==> src/rtl/onehot_hold_decoder.sv <==
// ============================================================================
// Module      : onehot_hold_decoder
// Description : Decodes a binary channel/beam index into a registered one-hot
//               flag vector and holds it for hold_len+1 cycles so downstream
//               trigger/snapshot logic sees a stable window. A new valid
//               index during a hold retriggers the window. Out-of-range
//               indices raise a one-cycle err pulse and are otherwise ignored.
//               Optional macro ONEHOT_HOLD_ACCUM_EN: a retrigger ORs the new
//               bit into the held vector (multi-hot) instead of replacing it.
//               DOUT_WIDTH must be at least 2.
// Revision    : 1.0 - initial release
// ============================================================================
`default_nettype none

module onehot_hold_decoder #(
    parameter int DOUT_WIDTH = 32,
    parameter int DIN_WIDTH  = $clog2(DOUT_WIDTH),
    parameter int HOLD_WIDTH = 16
) (
    input  logic                  clk,
    input  logic                  rst,
    input  logic [DIN_WIDTH-1:0]  din,
    input  logic                  din_valid,
    input  logic [HOLD_WIDTH-1:0] hold_len,
    output logic [DOUT_WIDTH-1:0] dout,
    output logic                  dout_valid,
    output logic                  busy,
    output logic                  err
);

    typedef enum logic [0:0] {
        ST_IDLE = 1'b0,
        ST_HOLD = 1'b1
    } state_t;

    // Index widened by one bit so DOUT_WIDTH itself is representable; this
    // matters when DOUT_WIDTH is an exact power of two.
    localparam logic [DIN_WIDTH:0]  c_DOUT_LIMIT = (DIN_WIDTH+1)'(DOUT_WIDTH);
    localparam logic [HOLD_WIDTH-1:0] c_CNT_ONE  = {{(HOLD_WIDTH-1){1'b0}}, 1'b1};

    state_t                  state_q, state_d;
    logic [DOUT_WIDTH-1:0]   dout_q,  dout_d;
    logic [HOLD_WIDTH-1:0]   cnt_q,   cnt_d;
    logic                    err_q,   err_d;

    logic [DIN_WIDTH:0]      w_din_ext;
    logic                    w_in_range;
    logic                    w_ev_valid;
    logic                    w_ev_invalid;
    logic [DOUT_WIDTH-1:0]   w_dec;
    logic [DOUT_WIDTH-1:0]   w_retrig_vec;

    assign w_din_ext    = {1'b0, din};
    assign w_in_range   = (w_din_ext < c_DOUT_LIMIT);
    assign w_ev_valid   = din_valid &&  w_in_range;
    assign w_ev_invalid = din_valid && !w_in_range;

    // Per-channel comparator; yields all zeros for an out-of-range index.
    genvar gi;
    generate
        for (gi = 0; gi < DOUT_WIDTH; gi++) begin : g_dec
            assign w_dec[gi] = (w_din_ext == (DIN_WIDTH+1)'(gi));
        end
    endgenerate

    // Vector loaded on a retrigger while already holding.
    generate
`ifdef ONEHOT_HOLD_ACCUM_EN
        if (1) begin : g_retrig_accum
            assign w_retrig_vec = dout_q | w_dec;
        end
`else
        if (1) begin : g_retrig_replace
            assign w_retrig_vec = w_dec;
        end
`endif
    endgenerate

    // State, flag vector, hold counter and error pulse registers.
    always_ff @(posedge clk or posedge rst) begin
        if (rst) begin
            state_q <= ST_IDLE;
            dout_q  <= '0;
            cnt_q   <= '0;
            err_q   <= 1'b0;
        end else begin
            state_q <= state_d;
            dout_q  <= dout_d;
            cnt_q   <= cnt_d;
            err_q   <= err_d;
        end
    end

    // Next-state logic: a valid event always wins over hold expiry, so a
    // retrigger on the last held cycle produces no gap.
    always_comb begin
        state_d = state_q;
        dout_d  = dout_q;
        cnt_d   = cnt_q;
        err_d   = w_ev_invalid;

        case (state_q)
            ST_IDLE: begin
                if (w_ev_valid) begin
                    state_d = ST_HOLD;
                    dout_d  = w_dec;
                    cnt_d   = hold_len;
                end
            end
            ST_HOLD: begin
                if (w_ev_valid) begin
                    dout_d = w_retrig_vec;
                    cnt_d  = hold_len;
                end else if (cnt_q != '0) begin
                    cnt_d  = cnt_q - c_CNT_ONE;
                end else begin
                    state_d = ST_IDLE;
                    dout_d  = '0;
                end
            end
            default: begin
                state_d = ST_IDLE;
                dout_d  = '0;
                cnt_d   = '0;
            end
        endcase
    end

    assign dout       = dout_q;
    assign dout_valid = |dout_q;
    assign busy       = (state_q == ST_HOLD);
    assign err        = err_q;

endmodule

`default_nettype wire

==> config.mk <==
export PLATFORM = sky130hd
export DESIGN_NAME = onehot_hold_decoder
export DESIGN_NICKNAME = d
export VERILOG_FILES = /design/src/rtl/onehot_hold_decoder.sv
export SDC_FILE = /design/constraint.sdc
export NUM_CORES = 1
export LEC_CHECK = 0
export CELL_PAD_IN_SITES_DETAIL_PLACEMENT = 0
export CELL_PAD_IN_SITES_GLOBAL_PLACEMENT = 1
export CORE_UTILIZATION = 38
export DETAILED_ROUTE_END_ITERATION = 16
export GPL_TIMING_DRIVEN = 0
export PLACE_DENSITY_LB_ADDON = 0.3
export SLEW_MARGIN = 30
export SYNTH_ARGS = -nofsm -noshare
export SYNTH_HDL_FRONTEND = slang
export SYNTH_SLANG_ARGS = --single-unit
==> constraint.sdc <==
create_clock -name clk -period 2.9 [get_ports clk]
set_input_delay 0.435 -clock clk [delete_from_list [all_inputs] [get_ports clk]]
set_output_delay 0.435 -clock clk [all_outputs]
set_load 0.01 [all_outputs]
==> results of run 1 <==
-- state kept, by name (all words and copies together) (netlist names) --
register and count:
dout 32, busy 1, cnt_q 16
-- routing by layer --
metal	vias up	wire length, um
met5	-	0
met4	0	82
met3	5	374
met2	63	2800
met1	1071	3380
li1	1034	-
-- power by group --
group	switching, mW	total (mW)	internal (mW)
Clock	0.232	0.403	0.170
Sequential	0.0380	0.749	0.711
Combinational	0.106	0.197	0.0911
-- metrics by stage --
stage	hold WS [ns]	power (mW)	cell area, sq um	setup WS (ns)	util
after floorplan	0.524	0.864	2420	0.804	-
after global placement	0.500	0.953	3060	0.308	0.508
after detailed placement	0.497	0.955	3070	0.451	0.509
after CTS	0.524	1.36	3150	0.377	0.523
after global routing	0.543	1.42	3160	0.247	0.524
final	0.522	1.35	3160	0.363	0.524
-- cells by family after synthesis --
family / count (synthesis) / synth area share
compound gates: 66 / 0.214
fa+ha+maj: 1 / 0.00517
buf+inv: 18 / 0.0362
flops: 49 / 0.507
other cells: 1 / 0.00155
simple gates: 95 / 0.236
-- cells in the final DEF (no fill, tap or decap), types with 3 or more instances in the layout --
cell,Yosys,final
clkbuf_1,8,9
or4_1,7,7
a31oi_1,9,9
nand3_1,7,7
nor3b_1,4,4
o2bb2ai_1,20,20
nand2_1,13,13
a22o_1,12,12
or3_1,6,6
dfrtp_1,49,49
inv_1,4,3
o31ai_1,3,3
o21ai_0,7,7
clkbuf_8,0,5
nand3b_1,3,3
nor3_1,5,5
nand4_1,7,7
nor4_1,12,12
nand4b_1,3,3
and3_1,3,3
nor2_1,15,15
clkdlybuf4s50_1,0,55
-- worst register-to-register path, cell delays in order, from the launching register on --
cell and delay, ns:
dfrtp_1 0.43, inv_1 0.10, ha_1 0.18, or4b_1 0.43
clkbuf_1 0.21, nor4_4 0.47, buf_6 0.22, a2bb2oi_1 0.20
o21ai_0 0.10
-- worst max-delay path by stage --
stage	from	endpoint	cells past startpoint
floorplan	cnt_q[0]	cnt_q[10]	7
global placement	rst	dout[18]	2
detailed placement	cnt_q[0]	cnt_q[9]	8
CTS	dout[16]	dout_valid	4
global route	dout[16]	dout_valid	4
finish	dout[16]	dout_valid	4
-- final cells by class --
| cell class | instances | area (sq um) |
|---|---|---|
| Fill cell | 571 | 2870 |
| Sequential cell | 49 | 1230 |
| Multi-Input combinational cell | 163 | 1110 |
| Timing Repair Buffer | 55 | 551 |
| Tap cell | 75 | 93.8 |
| Clock buffer | 6 | 72.6 |
| Buffer | 13 | 68.8 |
| Inverter | 5 | 21.3 |
| Clock inverter | 2 | 15.0 |
==> flow_summary.ini, run 1 <==
[timing]
tightest_slew_ns = 0.713
post-route-period-util = 0.875
hold_viol = 0
finalSetupTns_ns = 0
relSlewSlack = 0.521
fin_skew_ns = 0.00765
drv_slew = 0
rsz0062_at_grt = false
setup_violations = 0
fmax_ghz = 0.394
period_minus_slack_ns = 2.54

[layout]
final_cells = 368
drive_gt1_frac = 0.0648
final_nets = 317
antenna-diode-count = 0
syn_to_final_growth_pct = 30.6

[synth]
synth_area_leaders = dfrtp_1 (51%), o2bb2ai_1 (7.2%), a22o_1 (4.3%)
synth_top_cells_by_count = dfrtp_1 (49), o2bb2ai_1 (20), nor2_1 (15)
synthFlopType = dfrtp_1
synth_most_common_cell = dfrtp_1
avgSynthCellArea_sq_um = 10.5
synthArstFlopShare = 1.00
synthDominantCellAreaShare = 0.507
ys_ff_latch = 49
synth_cell_types = 46
syn_nets = 255
synth_cells = 230
yosysWarnings = 0
synth_edf_count = 0
synth_largest_area_cell = dfrtp_1
ys_seq_area_frac = 0.507
synthesis.area_sq_um = 2420

[clock_network]
cts_buffer_depth = 2
cts_resized = 0
clk_pin_slew_ns = 0.09
clk_latency_ns = 0.30
cts_root_buf = clkbuf_8
cts_setup_buffers = 0
numCtsBuffers = 5
hold_buffers = 0
ctsHtreeMaxLevel = 2
cts_tree = done
cts.sinks = 49

[place]
place_inst = 360
placement.io_buffers = 55
gp_congestion = 0.849
hpwl_um = 4700

[global_route]
antenna_found_initial = 0
met3_usage = 0.0311
grt-ovfl-total = 0
grt-busiest-layer = met1
grt_start_max_net_pins = 50
grt_util_met2 = 0.294
grt_use_total = 0.214
use_met1 = 0.335
grt_pass1_wl_um = 10600
grt_pass1_vias = 2059

[die]
coreArea_sq_um = 6030
die_height_um = 81.8
initial_core_util = 0.401
die-width_um = 81.8
num_rows = 28
ios = 59
die_area_sq_um = 6690

[run_status]
status = completed

[min_path]
holdCritStartpoint = dout[23]
min_path_cells = 1
hold_end = dout[23]
hold_path_class = register to register

[worst_setup_path]
r2r_cells = 8
criticalPathCategory = register to output port
crit_arrival_ns = 2.10
cp_top_family = simple AND/OR/NAND/NOR gates
timing.rr.start = cnt_q[0]
cp_cell_sequence = nor4_1 > nand4_1 > or2_2 > clkdlybuf4s50_1
start_kind = register
cp-end-kind = output port
crit_buf_inv = 1
slowest_delay_ns = 0.47
worst-path-max-fanout = 3
worst-r2r-setup-slack_ns = 0.43
critPathRequiredTime_ns = 2.47
rr_endpoint = cnt_q[9]
cp_slowest_cell = nor4_1

[routing]
wl_per_cell_um = 18.0
first_iter_violations = 144
ant_nets = 0
dr.pass1.iters = 4
drc = 0
drt-total-wl_um = 6640
via_count = 2173
via_per_inst = 5.90

[job]
cap_violations = 0

[power_and_ir_drop]
power.density_nw_per_um2 = 427
vdd_drop_max_mv = 0.208
leakage_nw = 1.24
No activity file was read; power rests on OpenSTA's default activity.
==> run 2, diff against run 1 <==
--- a/config.mk
+++ b/config.mk
@@ -7,8 +7,9 @@
 export LEC_CHECK = 0
 export CELL_PAD_IN_SITES_DETAIL_PLACEMENT = 0
 export CELL_PAD_IN_SITES_GLOBAL_PLACEMENT = 1
-export CORE_UTILIZATION = 38
+export CORE_UTILIZATION = 42
 export DETAILED_ROUTE_END_ITERATION = 16
+export DONT_BUFFER_PORTS = 1
 export GPL_TIMING_DRIVEN = 0
 export PLACE_DENSITY_LB_ADDON = 0.3
 export SLEW_MARGIN = 30
==> flow_summary.ini, run 2 (same netlist as run 1, synthesis figures left out) <==
[worst_setup_path]
timing.rr.start = cnt_q[0]
critPathCapture = cnt_q[9]
worst-r2r-setup-slack_ns = 0.43
critPathRequiredTime_ns = 3.08
crit_start = cnt_q[0]
criticalPathCategory = register to register
r2r_cells = 8
cp-end-kind = register
crit_arrival_ns = 2.65
rr_endpoint = cnt_q[9]
start_kind = register
worst-path-max-fanout = 10

[timing]
drv_slew = 0
setup_ws_ns = 0.429
period_minus_slack_ns = 2.47
fin_skew_ns = 0.00711
finalSetupTns_ns = 0
rsz0062_at_grt = false
post-route-period-util = 0.852
hold_viol = 0
holdWs_ns = 0.0590
setup_violations = 0
relSlewSlack = 0.319
tightest_slew_ns = 1.01
fmax_ghz = 0.405

[clock_network]
hold_buffers = 0
clk_latency_ns = 0.31
cts_root_buf = clkbuf_8
ctsHtreeMaxLevel = 2
cts_setup_buffers = 0
cts_resized = 0
cts_tree = done
cts_buffer_depth = 2
cts.sinks = 49
numCtsBuffers = 5
clk_pin_slew_ns = 0.09

[die]
ios = 59
die_height_um = 77.9
initial_core_util = 0.437
num_rows = 27
die_area_sq_um = 6070
coreArea_sq_um = 5540
die-width_um = 77.9

[global_route]
grt_pass1_vias = 1976
grt_start_max_net_pins = 50
grt_use_total = 0.225
grt-ovfl-total = 0
grt_pass1_wl_um = 10600
antenna_found_initial = 0

[layout]
final_util = 0.470
antenna-diode-count = 0
drive_gt1_frac = 0.0798
final_nets = 262
largest_reg_flops = 32
syn_to_final_growth_pct = 7.60
final_cell_area_sq_um = 2600
final_cells = 310
layout_common_cells = dfrtp_1 (49), o2bb2ai_1 (20), nor2_1 (15), nand2_1 (13)
final_common_cell = dfrtp_1

[run_status]
status = completed

[job]
cap_violations = 0

[routing]
dr.pass1.iters = 4
drc = 0
via_per_inst = 6.50
via_count = 2014
ant_nets = 0
wl_per_cell_um = 20.7
first_iter_violations = 173
drt-total-wl_um = 6410

[power_and_ir_drop]
vdd_drop_max_mv = 0.197
p_total_mw = 1.30
power.density_nw_per_um2 = 501
leakage_nw = 1.05

[place]
placement.io_buffers = 0
pre_cts_ws_ns = 0.485
place_area_sq_um = 2510
place_inst = 302
hpwl_um = 4500
gp_congestion = 0.829

[min_path]
hold_path_class = primary input to asynchronous set/reset pin
[run 2: worst max-delay path: stages (launching register included)]
cell       delay [ns]
dfrtp_1          0.43
inv_1            0.09
ha_1             0.18
or4b_1           0.44
clkbuf_1         0.21
nor4_4           0.50
buf_6            0.23
a2bb2oi_1        0.18
o21ai_0          0.09
[run 2: where the power goes]
part | leakage, nW | switching [mW] | internal (mW)
Sequential | 0.639 | 0.0407 | 0.711
Clock | 0.0481 | 0.241 | 0.171
Combinational | 0.364 | 0.0896 | 0.0520
[run 2: layout make-up]
type | instances | area (sq um)
fill | 525 | 2940
sequential | 49 | 1230
multi-input combinational | 163 | 1100
tap | 72 | 90.1
clock buffer | 5 | 68.8
buffer | 13 | 68.8
clock inverter | 3 | 22.5
inverter | 5 | 21.3
[run 2: layer usage]
| layer | track usage | up-vias | wire length [um] |
|---|---|---|---|
| met5 | 0 | - | 0 |
| met4 | 0.0566 | 0 | 79 |
| met3 | 0.0624 | 7 | 395 |
| met2 | 0.323 | 66 | 2840 |
| met1 | 0.333 | 1017 | 3100 |
| li1 | - | 924 | - |
[run 2: how the worst min path moves through the flow]
stage,from,to,cells after the start
final,rst,cnt_q[7],1
after global routing,rst,dout[0],1
after detailed placement,rst,cnt_q[1],1
after global placement,cnt_q[13],cnt_q[13],2
after floorplan,cnt_q[13],cnt_q[13],2
after CTS,rst,dout[14],1
